--- config.mk ---
export PLATFORM = sky130hd
export DESIGN_NAME = ram_ascii_dumper
export DESIGN_NICKNAME = d
export VERILOG_FILES = /design/src/rtl/dump_pkg.sv /design/src/rtl/dump_digit_gen.sv /design/src/rtl/ram_ascii_dumper.sv
export SDC_FILE = /design/constraint.sdc
export NUM_CORES = 1
export LEC_CHECK = 0
export ABC_AREA = 0
export BUFFER_PORTS_ARGS = -buffer_cell sky130_fd_sc_hd__buf_2
export CORE_ASPECT_RATIO = 0.7
export CORE_UTILIZATION = 55
export CTS_CLUSTER_DIAMETER = 150
export DETAILED_ROUTE_END_ITERATION = 16
export GPL_ROUTABILITY_DRIVEN = 0
export GPL_TIMING_DRIVEN = 1
export PLACE_DENSITY = 0.78
export SETUP_SLACK_MARGIN = 0.4
export SYNTH_ARGS = -nofsm -noshare
export SYNTH_HDL_FRONTEND = slang
export SYNTH_SLANG_ARGS = --single-unit
--- constraint.sdc ---
create_clock -name btn_clk -period 2.5 [get_ports btn_clk]
set_clock_uncertainty 0.2 [all_clocks]
set_input_delay 0.5 -clock btn_clk [delete_from_list [all_inputs] [get_ports btn_clk]]
set_output_delay 0.5 -clock btn_clk [all_outputs]
set_load 0.03 [all_outputs]
--- src/rtl/dump_pkg.sv ---
// dump_pkg: state encoding, ASCII constants and nibble-to-ASCII helper for ram_ascii_dumper.
// Configuration macro: DUMP_CHECKSUM_EN adds the CKS state (trailing "X<hh>\r\n" checksum line).
package dump_pkg;

    typedef enum logic [3:0] {
        S_IDLE,
        S_RD,
        S_WAIT,
        S_DIG,
        S_SEP,
        S_CR,
        S_LF,
`ifdef DUMP_CHECKSUM_EN
        S_CKS,
`endif
        S_FIN
    } state_t;

    localparam logic [7:0] ZERO   = 8'h30;
    localparam logic [7:0] ONE    = 8'h31;
    localparam logic [7:0] SPACE  = 8'h20;
    localparam logic [7:0] CR     = 8'h0D;
    localparam logic [7:0] LF     = 8'h0A;
    localparam logic [7:0] CHAR_A = 8'h41;
    localparam logic [7:0] CHAR_X = 8'h58;

    // Uppercase hex digit for a 4-bit value.
    function automatic logic [7:0] nib2ascii(input logic [3:0] nib);
        if (nib < 4'd10) begin
            return ZERO + {4'd0, nib};
        end
        return CHAR_A + {4'd0, nib} - 8'd10;
    endfunction

endpackage

--- src/rtl/dump_digit_gen.sv ---
// dump_digit_gen: holds one RAM word and produces its ASCII digits MSB first.
// Binary mode walks DATA_W bits; hex mode walks ceil(DATA_W/4) nibbles, zero-padded at the top.
module dump_digit_gen
    import dump_pkg::*;
#(
    parameter int DATA_W = 8
) (
    input  logic              btn_clk,
    input  logic              rst,
    input  logic              load,
    input  logic [DATA_W-1:0] data,
    input  logic              advance,
    input  logic              mode,
    output logic [7:0]        digit,
    output logic              last_digit
);

    localparam int NIB   = (DATA_W + 3) / 4;
    localparam int PAD_W = NIB * 4;

    logic [PAD_W-1:0] sreg;
    logic [6:0]       cnt;

    // Load a fresh word, or shift out one digit per accepted byte.
    always_ff @(posedge btn_clk or posedge rst) begin
        if (rst) begin
            sreg <= '0;
            cnt  <= '0;
        end else if (load) begin
            sreg <= PAD_W'(data);
            cnt  <= '0;
        end else if (advance) begin
            sreg <= mode ? (sreg << 4) : (sreg << 1);
            cnt  <= cnt + 7'd1;
        end
    end

    // Current digit and end-of-word flag for the selected radix.
    always_comb begin
        digit      = '0;
        last_digit = 1'b0;
        if (mode) begin
            digit      = nib2ascii(sreg[PAD_W-1 -: 4]);
            last_digit = (cnt == 7'(NIB - 1));
        end else begin
            digit      = sreg[DATA_W-1] ? ONE : ZERO;
            last_digit = (cnt == 7'(DATA_W - 1));
        end
    end

endmodule

--- src/rtl/ram_ascii_dumper.sv ---
// ram_ascii_dumper: on a start edge, reads RAM words 0..DEPTH-1 and streams them as ASCII
// (binary or hex) to a UART transmitter, WORDS_PER_LINE words per CR LF terminated line.
// Configuration macro: DUMP_CHECKSUM_EN appends "X<hh>\r\n", the XOR of all digit bytes.
// tx handshake: a byte moves on a cycle with tx_valid && tx_ready; while tx_valid is high and
// tx_ready low, tx_data and tx_valid hold; a new byte may be offered the cycle after a transfer.
module ram_ascii_dumper
    import dump_pkg::*;
#(
    parameter int DATA_W         = 8,
    parameter int ADDR_W         = 4,
    parameter int DEPTH          = 16,
    parameter int RD_LAT         = 2,
    parameter int WORDS_PER_LINE = 4
) (
    input  logic              btn_clk,
    input  logic              rst,
    input  logic              start,
    input  logic              abort,
    input  logic              mode,
    output logic              rd_en,
    output logic [ADDR_W-1:0] rd_addr,
    input  logic [DATA_W-1:0] rd_data,
    output logic [7:0]        tx_data,
    output logic              tx_valid,
    input  logic              tx_ready,
    output logic              busy,
    output logic              done
);

    localparam int                LC_W      = $clog2(WORDS_PER_LINE + 1);
    localparam logic [2:0]        LAT_LAST  = 3'(RD_LAT - 1);
    localparam logic [ADDR_W-1:0] LAST_ADDR = ADDR_W'(DEPTH - 1);
    localparam logic [LC_W-1:0]   LINE_LAST = LC_W'(WORDS_PER_LINE - 1);
`ifdef DUMP_CHECKSUM_EN
    localparam state_t AFTER_DUMP = S_CKS;
`else
    localparam state_t AFTER_DUMP = S_FIN;
`endif

    state_t            state, next_state;
    logic              start_q;
    logic              mode_q;
    logic [ADDR_W-1:0] addr;
    logic [LC_W-1:0]   line_cnt;
    logic [2:0]        lat_cnt;
    logic              abort_pend;
    logic              start_edge;
    logic              busy_int;
    logic              last_addr;
    logic              line_full;
    logic              xfer;
    logic              load;
    logic [7:0]        digit;
    logic              last_digit;
`ifdef DUMP_CHECKSUM_EN
    logic [7:0]        csum;
    logic [2:0]        cks_idx;
`endif

    assign start_edge = start && !start_q;
    assign busy_int   = (state != S_IDLE) && (state != S_FIN);
    assign last_addr  = (addr == LAST_ADDR);
    assign line_full  = (line_cnt == LINE_LAST);
    assign xfer       = tx_valid && tx_ready;
    assign load       = (state == S_WAIT) && (lat_cnt == LAT_LAST);
    assign busy       = busy_int;
    assign done       = (state == S_FIN);

    dump_digit_gen #(
        .DATA_W (DATA_W)
    ) u_digit (
        .btn_clk    (btn_clk),
        .rst        (rst),
        .load       (load),
        .data       (rd_data),
        .advance    ((state == S_DIG) && tx_ready),
        .mode       (mode_q),
        .digit      (digit),
        .last_digit (last_digit)
    );

    // State register plus the address, line, latency and abort bookkeeping.
    always_ff @(posedge btn_clk or posedge rst) begin
        if (rst) begin
            state      <= S_IDLE;
            start_q    <= 1'b0;
            mode_q     <= 1'b0;
            addr       <= '0;
            line_cnt   <= '0;
            lat_cnt    <= '0;
            abort_pend <= 1'b0;
`ifdef DUMP_CHECKSUM_EN
            csum       <= '0;
            cks_idx    <= '0;
`endif
        end else begin
            state   <= next_state;
            start_q <= start;
            case (state)
                S_IDLE: begin
                    if (start_edge) begin
                        mode_q     <= mode;
                        addr       <= '0;
                        line_cnt   <= '0;
                        abort_pend <= 1'b0;
`ifdef DUMP_CHECKSUM_EN
                        csum       <= '0;
`endif
                    end
                end
                S_RD:   lat_cnt <= '0;
                S_WAIT: lat_cnt <= lat_cnt + 3'd1;
                S_DIG: begin
                    if (xfer && last_digit) line_cnt <= line_cnt + LC_W'(1);
`ifdef DUMP_CHECKSUM_EN
                    if (xfer) csum <= csum ^ digit;
`endif
                end
                S_SEP: begin
                    if (xfer) addr <= addr + ADDR_W'(1);
                end
                S_LF: begin
                    if (xfer) begin
                        line_cnt <= '0;
                        if (!last_addr) addr <= addr + ADDR_W'(1);
`ifdef DUMP_CHECKSUM_EN
                        cks_idx  <= '0;
`endif
                    end
                end
`ifdef DUMP_CHECKSUM_EN
                S_CKS: begin
                    if (xfer) cks_idx <= cks_idx + 3'd1;
                end
`endif
                S_FIN:   abort_pend <= 1'b0;
                default: ;
            endcase
            // An abort that arrives while a byte is stalled is remembered until it moves.
            if (busy_int && abort && tx_valid && !tx_ready) abort_pend <= 1'b1;
        end
    end

    // Next state and the RAM/transmitter outputs decoded from the current state.
    always_comb begin
        next_state = state;
        rd_en      = 1'b0;
        rd_addr    = '0;
        tx_valid   = 1'b0;
        tx_data    = '0;
        case (state)
            S_IDLE: if (start_edge) next_state = S_RD;
            S_RD: begin
                rd_en      = 1'b1;
                rd_addr    = addr;
                next_state = S_WAIT;
            end
            S_WAIT: if (lat_cnt == LAT_LAST) next_state = S_DIG;
            S_DIG: begin
                tx_valid = 1'b1;
                tx_data  = digit;
                if (tx_ready && last_digit) next_state = (line_full || last_addr) ? S_CR : S_SEP;
            end
            S_SEP: begin
                tx_valid = 1'b1;
                tx_data  = SPACE;
                if (tx_ready) next_state = S_RD;
            end
            S_CR: begin
                tx_valid = 1'b1;
                tx_data  = CR;
                if (tx_ready) next_state = S_LF;
            end
            S_LF: begin
                tx_valid = 1'b1;
                tx_data  = LF;
                if (tx_ready) next_state = last_addr ? AFTER_DUMP : S_RD;
            end
`ifdef DUMP_CHECKSUM_EN
            S_CKS: begin
                tx_valid = 1'b1;
                case (cks_idx)
                    3'd0:    tx_data = CHAR_X;
                    3'd1:    tx_data = nib2ascii(csum[7:4]);
                    3'd2:    tx_data = nib2ascii(csum[3:0]);
                    3'd3:    tx_data = CR;
                    default: tx_data = LF;
                endcase
                if (tx_ready && cks_idx == 3'd4) next_state = S_FIN;
            end
`endif
            S_FIN:   next_state = S_IDLE;
            default: next_state = S_IDLE;
        endcase
        // Abort ends the dump once no byte is left half-offered.
        if (busy_int && (abort || abort_pend) && (!tx_valid || tx_ready)) next_state = S_FIN;
    end

endmodule
# Yosys cells after proc, flatten, opt, wreduce, memory -nomap -nowiden
# Index checks and enable logic that the tools add are counted.
[op_classes] mux=39 n_reduce_logical=31 magnitude_cmp=1 n_addsub=7 eq_ne=25
[ops] op="$mux 4" n=12
[ops] op="$mux 8" n=6
[ops] op="$pmux 8 s4" n=1
[ops] op="$pmux 4 s7" n=1
[ops] op="$eq 4x3->1 const B" n=4
[ops] op="$ne 3x3->1 const B" n=5
[ops] op="$mux 7" n=2
[ops] op="$logic_and 1x1->1" n=12
[ops] op="$mux 3" n=4
[ops] op="$pmux 4 s3" n=1
[ops] op="$mux 1" n=9
[ops] op="$pmux 3 s3" n=1
[ops] op="$reduce_bool 3->1" n=3
[ops] op="$add 7x4->8 const A" n=1
[ops] op="$eq 4x2->1 const B" n=2
[ops] op="$ne 2x2->1 const B" n=4
[ops] op="$sub 8x4->8 const B" n=1
[ops] op="$add 6x4->7 const A" n=1
[ops] op="$add 7x1->7 const B" n=1
[ops] op="$eq 7x1->1 const B" n=1
[ops] op="$eq 7x3->1 const B" n=1
[ops] op="$add 3x1->3 const B" n=2
[ops] op="$ne 3x1->1 const B" n=2
[ops] op="$pmux 3 s2" n=1
[ops] op="19 further kinds" n=25
[word_totals] output_inout_bits=16 register_bits=32 word_cells=112

# Longest topological paths before layout
# Gate-level depths: netlist of the first run.
[logic_depth] word_depth=8 ltp_mapped=8 ltp_nobuf=7

# Hierarchy
# A second synthesis of the first run with hierarchy kept.
[unflattened] cells_unflattened=240 hier_area_um2=2075.7
[modules_own_cells] mod="ram_ascii_dumper" instances=1 area_each_um2=1154.9 cells_each=138
[modules_own_cells] mod="dump_digit_gen" instances=1 area_each_um2=920.9 cells_each=102

# Worst setup path after synthesis of the first run
# No wires, ideal clock.
[synth_timing] path_kind="reg2out" start="register state[0]" end="output tx_data[3]" t_required_ps=1800 t_arrival_ps=2153 stages_incl_launch_ff=5 setup_slack_ps=-353 path_cell_list="dfrtp_1 clkbuf_1 clkbuf_1 nand2_1 o41ai_1"
[synth_via] elab_chain_len=2 elab_cells_between_ends=5 cone_classes="eq/ne (4); mux (1)"
[synth_rtl] item="start: declaration" line="ram_ascii_dumper.sv:40" text="state_t state, next_state;"
[synth_rtl] item="start signal: assignment" line="ram_ascii_dumper.sv:97" text="state <= next_state;"
[synth_rtl] item="$eq 4x3->1 / $eq 4x2->1 (equally long branches)" line="ram_ascii_dumper.sv:151" text="case (state)"
[synth_rtl] item="$pmux 8 s4 *" line="ram_ascii_dumper.sv:151"
[synth_rtl] item="end: declaration" line="ram_ascii_dumper.sv:23" text="output logic [7:0] tx_data,"
# Every way passes the cells marked *; elsewhere a longest branch is shown, timed or not.

# Final worst setup path of the first run
[layout_timing] start="register u_digit.sreg[5]" end="output tx_data[0]"
[layout_via] elab_chain_len=6
[layout_rtl] item="start: declaration" line="dump_digit_gen.sv:21" text="logic [PAD_W-1:0] sreg;"
[layout_rtl] item="start signal: assignment" line="dump_digit_gen.sv:30" text="sreg <= PAD_W'(data);"
[layout_rtl] item="start signal: assignment" line="dump_digit_gen.sv:33" text="sreg <= mode ? (sreg << 4) : (sreg << 1);"
[layout_rtl] item="$lt 4x4->1" line="dump_pkg.sv:29" text="if (nib < 4'd10) begin"
[layout_rtl] item="$mux 1" line="dump_pkg.sv:29"
[layout_rtl] item="$mux 1" line="dump_digit_gen.sv:42" text="if (mode) begin"
[layout_rtl] item="$mux 8" line="dump_pkg.sv:32" text="return CHAR_A + {4'd0, nib} - 8'd10;"
[layout_rtl] item="$mux 8" line="dump_digit_gen.sv:42"
[layout_rtl] item="$pmux 8 s4" line="ram_ascii_dumper.sv:151"
# Every way passes these cells. The select of a mux whose other input is x is not followed.

==> impl_metrics.ini, run 1 <==
[outcome]
outcome = complete, no violations

[power_and_ir_drop]
peakVddDrop_mv = 0.656
p_seq_frac = 0.265
swShare = 0.469
leakage_uw = 0.00124
p_int_uw = 1900
clockPowerShare = 0.135
p_comb_frac = 0.600
powerDensity_nw_per_um2 = 1300
p_switching_uw = 1680

[grt]
grt_pass1_wl_um = 8590
grt_pass1_vias = 1786
grtUsageTotal = 0.297
overflow = 0
grt_max_degree = 32
antenna_found_initial = 0

[layout]
finalInstanceArea_um2 = 2760
diodes = 0
layout_commonest_cell = buf_4
final_cell_mix = 29 x buf_4, 25 x dfrtp_1, 23 x nand2_1
fin_cells = 340
syn2layout_area_growth_pct = 37.1
drive_gt1_frac = 0.382
nets = 314

[routing]
vias_per_cell = 5.99
dr.pass1.iters = 5
drcViolationCount = 0
wirelength_um = 5860
vias = 2038
drt_iter0_drc = 160
wire_per_inst_um = 17.2
ant_nets = 0

[die]
start_util = 0.606
fp.dieW_um = 74.3
core_area_um2 = 3320
fp.dieH_um = 52.6
dieArea_um2 = 3910
ios = 30
num_rows = 17

[timing]
setup_viol = 0
rsz0062_at_grt = yes
slew_viol_final = 0
period_needed_ns = 2.48
min_period_over_period = 0.991
finalHoldViolCount = 0
fmax_mhz = 404

[worst_setup_path]
crit_fanout = 6
crit_type = flip-flop to output pin
critPathLaunchType = flip-flop
rrSetupSlack_ns = 0.42
required_ns = 1.80
worst-r2r-cell-count = 6
end_kind = output pin
crit-reg2reg-capture = line_cnt[0]
arrival_ns = 1.78
r2r-start = state[1]

[logic_synthesis]
yosys-top-cells-area = dfrtp_1 39%, nor2_1 5.2%, nand2_1 5.0%
syn_area_um2 = 2010
synth_fp_nets = 266
yosysWarnings = 0
postSynthAreaPerCell_um2 = 8.21
synthArstFlopShare = 1.00
yosysTopAreaCell = dfrtp_1
ys_ff_latch = 31
ys_dominant_reg_cell = dfrtp_1
synth_top_area_frac = 0.386
synth_edf_count = 0
ys_types = 54
syn_inst = 245
yosysSeqAreaShare = 0.386

[placed_design]
hpwl_um = 3520
placed_cell_area_um2 = 2360
placedCellCount = 319
io_buffer_count = 28

[clocking]
clkSinkCount = 31
htree_levels = 2
cts_hold_buf = 0
cts_buffers = 5
clk_pin_slew_ns = 0.07
root_buffer = clkbuf_8
cts_tree = built
clk-insertion-delay-late_ns = 0.29
clk_path_buf_depth = 2

[job]
cap_viol_max_count = 0

[worst_hold_path]
hold_class = input pin to asynchronous set/reset pin
==> power by group through the flow <==
stage	logic, µW	clock network (µW)	registers [µW]
detailed placement	1620	0	936
floorplan	1300	0	808
finish	2150	484	949
global placement	1590	0	927
global route	2310	512	968
CTS	1800	482	912
==> kinds of logic after synthesis <==
logic type                 Yosys count  synth area share
adders and majority gates            7            0.0436
AOI/OAI and AO/OA                   67             0.209
muxes                                6            0.0330
xor gates and xnor gates             6            0.0261
DFF                                 31             0.386
other                                1           0.00187
and+or+nand+nor                     99             0.245
buffers and inverters               28            0.0554
==> how the worst max path moves through the flow <==
stage / from / end / slack [ns] / cells after the start
5_1_grt: u_digit.sreg[5] / tx_data[2] / -0.03 / 8
3_5_place_dp: u_digit.sreg[4] / tx_data[2] / 0.31 / 8
4_1_cts: u_digit.sreg[5] / tx_data[2] / 0.09 / 8
6_report: u_digit.sreg[5] / tx_data[0] / 0.02 / 8
2_1_floorplan: u_digit.sreg[5] / tx_data[2] / 0.35 / 8
3_3_place_gp: u_digit.sreg[4] / tx_data[2] / 0.35 / 8
==> synth_stat cells (4+ instances only) <==
master and instances:
nor2b_1 5, o21ai_1 10, nand2_1 27, o21ai_0 17, dfrtp_1 31, clkbuf_1 12
ha_1 7, and2_1 6, nor3_1 8, inv_1 9, a21oi_1 20, nor3b_1 5
nand3_1 5, mux2i_1 4, nor2_1 28
==> critical path, cell delays in order, from the launching register on <==
cell     delay [ns]
dfrtp_1        0.41
buf_4          0.15
buf_6          0.13
nor2_4         0.15
o21ai_1        0.09
a32oi_1        0.19
o21ai_1        0.08
and2_1         0.15
buf_6          0.13
==> final cells by class <==
class,count,area [µm²]
multi-input cells,186,1330
flip-flops and latches,31,783
fillers,188,561
repair buffers,57,435
clock buffers,6,72.6
well taps,47,58.8
inverters,12,50.0
clock inverters,1,30.0
==> timing repair <==
action	in CTS	in global routing
endpoints found under the setup margin	17	27
pin swaps	3	11
resized for setup	25	37
setup buffers	8	6
==> metal layers <==
layer  part of all wire  vias to the layer above  global-route usage  routed length [µm]
li1                   -                      955                   -                   -
met1               0.43                      966               0.433                2530
met2               0.48                       93               0.441                2790
met3              0.062                       24              0.0635                 365
met4              0.030                        0              0.0881                 178
met5                  0                        -                   0                   0
==> through the flow <==
stage	total power, µW	worst slack [ns]	setup TNS [ns]	hold slack [ns]	utilization
after floorplan	2110	0.351	0	0.256	-
after global placement	2510	0.348	0	0.275	0.710
after detailed placement	2560	0.309	0	0.288	0.710
after CTS	3190	0.0912	0	0.0962	0.776
after global routing	3790	-0.0279	-0.0484	0.123	0.831
final	3580	0.0231	0	0.0778	0.831
==> state kept, by name, indices dropped and copies added (netlist names) <==
signal        cells
state             3
start_q           1
u_digit.sreg      8
lat_cnt           3
abort_pend        1
addr              4
u_digit.cnt       7
line_cnt          3
mode_q            1
No activity file was read; power rests on OpenSTA's default activity.
==> run 2, diff against run 1 <==
--- a/config.mk
+++ b/config.mk
@@ -6,14 +6,14 @@
 export NUM_CORES = 1
 export LEC_CHECK = 0
 export ABC_AREA = 0
-export BUFFER_PORTS_ARGS = -buffer_cell sky130_fd_sc_hd__buf_2
 export CORE_ASPECT_RATIO = 0.7
 export CORE_UTILIZATION = 55
 export CTS_CLUSTER_DIAMETER = 150
 export DETAILED_ROUTE_END_ITERATION = 16
+export DONT_BUFFER_PORTS = 1
 export GPL_ROUTABILITY_DRIVEN = 0
 export GPL_TIMING_DRIVEN = 1
-export PLACE_DENSITY = 0.78
+export PLACE_DENSITY = 0.71
 export SETUP_SLACK_MARGIN = 0.4
 export SYNTH_ARGS = -nofsm -noshare
 export SYNTH_HDL_FRONTEND = slang
==> constraint.sdc (replaced) <==
create_clock -name btn_clk -period 2.5 [get_ports btn_clk]
set_clock_uncertainty 0.2 [all_clocks]
set_input_delay 0.125 -clock btn_clk [delete_from_list [all_inputs] [get_ports btn_clk]]
set_output_delay 0.125 -clock btn_clk [all_outputs]
set_load 0.03 [all_outputs]
==> impl_metrics.ini, run 2 (same netlist as run 1, synthesis figures left out) <==
[worst_setup_path]
arrival_ns = 1.82
rrSetupSlack_ns = 0.40
crit_fanout = 11
required_ns = 2.17
critPathLaunchType = flip-flop
crit_type = flip-flop to output pin
end_kind = output pin

[layout]
largestRegisters = u_digit.sreg: 8 flops, u_digit.cnt: 7 flops, addr: 4 flops
drive_gt1_frac = 0.254
syn2layout_area_growth_pct = 28.3
final_cell_mix = 27 x dfrtp_1, 26 x buf_4, 25 x nor2_1, 25 x nand2_1, 20 x a21oi_1
largest_reg_flops = 8
diodes = 0
fin_cells = 327
nets = 301
max_flop_register = u_digit.sreg
fin_util = 0.778
layout_commonest_cell = dfrtp_1

[routing]
dr.pass1.iters = 4
ant_nets = 0
drcViolationCount = 0
drt_iter0_drc = 166
vias = 1952
wire_per_inst_um = 16.5
vias_per_cell = 5.97
wirelength_um = 5410

[power_and_ir_drop]
p_int_uw = 1660
power_uw = 3130
p_seq_frac = 0.301
p_comb_frac = 0.568
p_switching_uw = 1480
swShare = 0.471
peakVddDrop_mv = 0.643
powerDensity_nw_per_um2 = 1210
clockPowerShare = 0.131
leakage_uw = 0.00114

[timing]
worst_slack_ns = 0.355
fmax_mhz = 466
min_period_over_period = 0.858
period_needed_ns = 2.14
tns_ns = 0
rsz0062_at_grt = yes
setup_viol = 0
finalHoldViolCount = 0
slew_viol_final = 0

[grt]
grtUsageTotal = 0.297
grt_pass1_vias = 1655
grt_pass1_wl_um = 8200
overflow = 0
grt_max_degree = 32
antenna_found_initial = 0

[placed_design]
placedCellCount = 289
place_ws_ns = 0.339
io_buffer_count = 0
hpwl_um = 3360

[die]
fp.dieW_um = 74.3
dieArea_um2 = 3910
fp.dieH_um = 52.6
core_area_um2 = 3320
ios = 30
start_util = 0.606
num_rows = 17

[clocking]
cts_tree = built
htree_levels = 2
clk-insertion-delay-late_ns = 0.29
clk_path_buf_depth = 2
root_buffer = clkbuf_8
clk_pin_slew_ns = 0.07
cts_buffers = 5
clkSinkCount = 31

[job]
cap_viol_max_count = 0

[outcome]
outcome = complete, no violations

[worst_hold_path]
hold_class = input pin to flip-flop
-- run 2: changes by cell type in the layout (fill, tap and decap cells not counted), moves of 4 or more --
cell | previous run | this run
buf_6 | 10 | 4
o21ai_0 | 12 | 16
nor2_4 | 4 | 0
dlygate4sd3_1 | 0 | 13
buf_2 | 17 | 0
-- run 2: through the flow --
stage | hold WS, ns | area [µm²]
3_5_place_dp | -0.0610 | 2120
5_1_grt | 0.0313 | 2580
2_1_floorplan | -0.0436 | 2030
3_3_place_gp | -0.0830 | 2120
4_1_cts | 0.0176 | 2410
6_report | 0.0147 | 2580
-- run 2: layer usage --
layer	wire [µm]	vias up	track usage	part of all wire
met3	375	7	0.115	0.069
met1	2440	934	0.398	0.45
met5	0	-	0	0
met4	57	0	0.116	0.011
li1	-	926	-	-
met2	2530	85	0.429	0.47
-- run 2: power by group through the flow --
stage / logic [µW] / clock network, µW / registers (µW)
global route: 1930 / 446 / 970
CTS: 1490 / 416 / 930
detailed placement: 1350 / 0 / 965
global placement: 1310 / 0 / 951
finish: 1780 / 410 / 944
floorplan: 1180 / 0 / 807
-- run 2: area by class of cell --
class | instances | area (µm²)
tap | 47 | 58.8
inverter | 12 | 46.3
timing repair buffer | 44 | 385
clock inverter | 1 | 5.00
sequential | 31 | 783
fill | 219 | 738
clock buffer | 6 | 82.6
multi-input combinational | 186 | 1220
-- run 2: path summary, 6_finish.rpt --
path | startpoint | end | depth (start not counted)
worst max-delay path | state[2] | tx_data[3] | 4
worst min-delay path | tx_ready | state[0] | 4
worst max register to register | state[1] | state[0] | 9
worst min register to register | line_cnt[2] | line_cnt[2] | 1
max in group asynchronous | rst | state[2] | 3
min in group asynchronous | rst | u_digit.cnt[4] | 3
-- run 2: repair_timing --
item / in CTS / in global routing
setup endpoints to repair: 17 / 23
hold buffers: 13 / 0
pin swaps: 3 / 8
buffers inserted: 6 / 12
resized for setup: 12 / 23
hold endpoints to repair: 49 / 0
-- run 2: worst max-delay path, stage by stage, from the launching register on --
cell and delay, ns:
dfrtp_4 0.55, nor2b_4 0.20, nand2_2 0.18, o41ai_2 0.37, buf_4 0.22
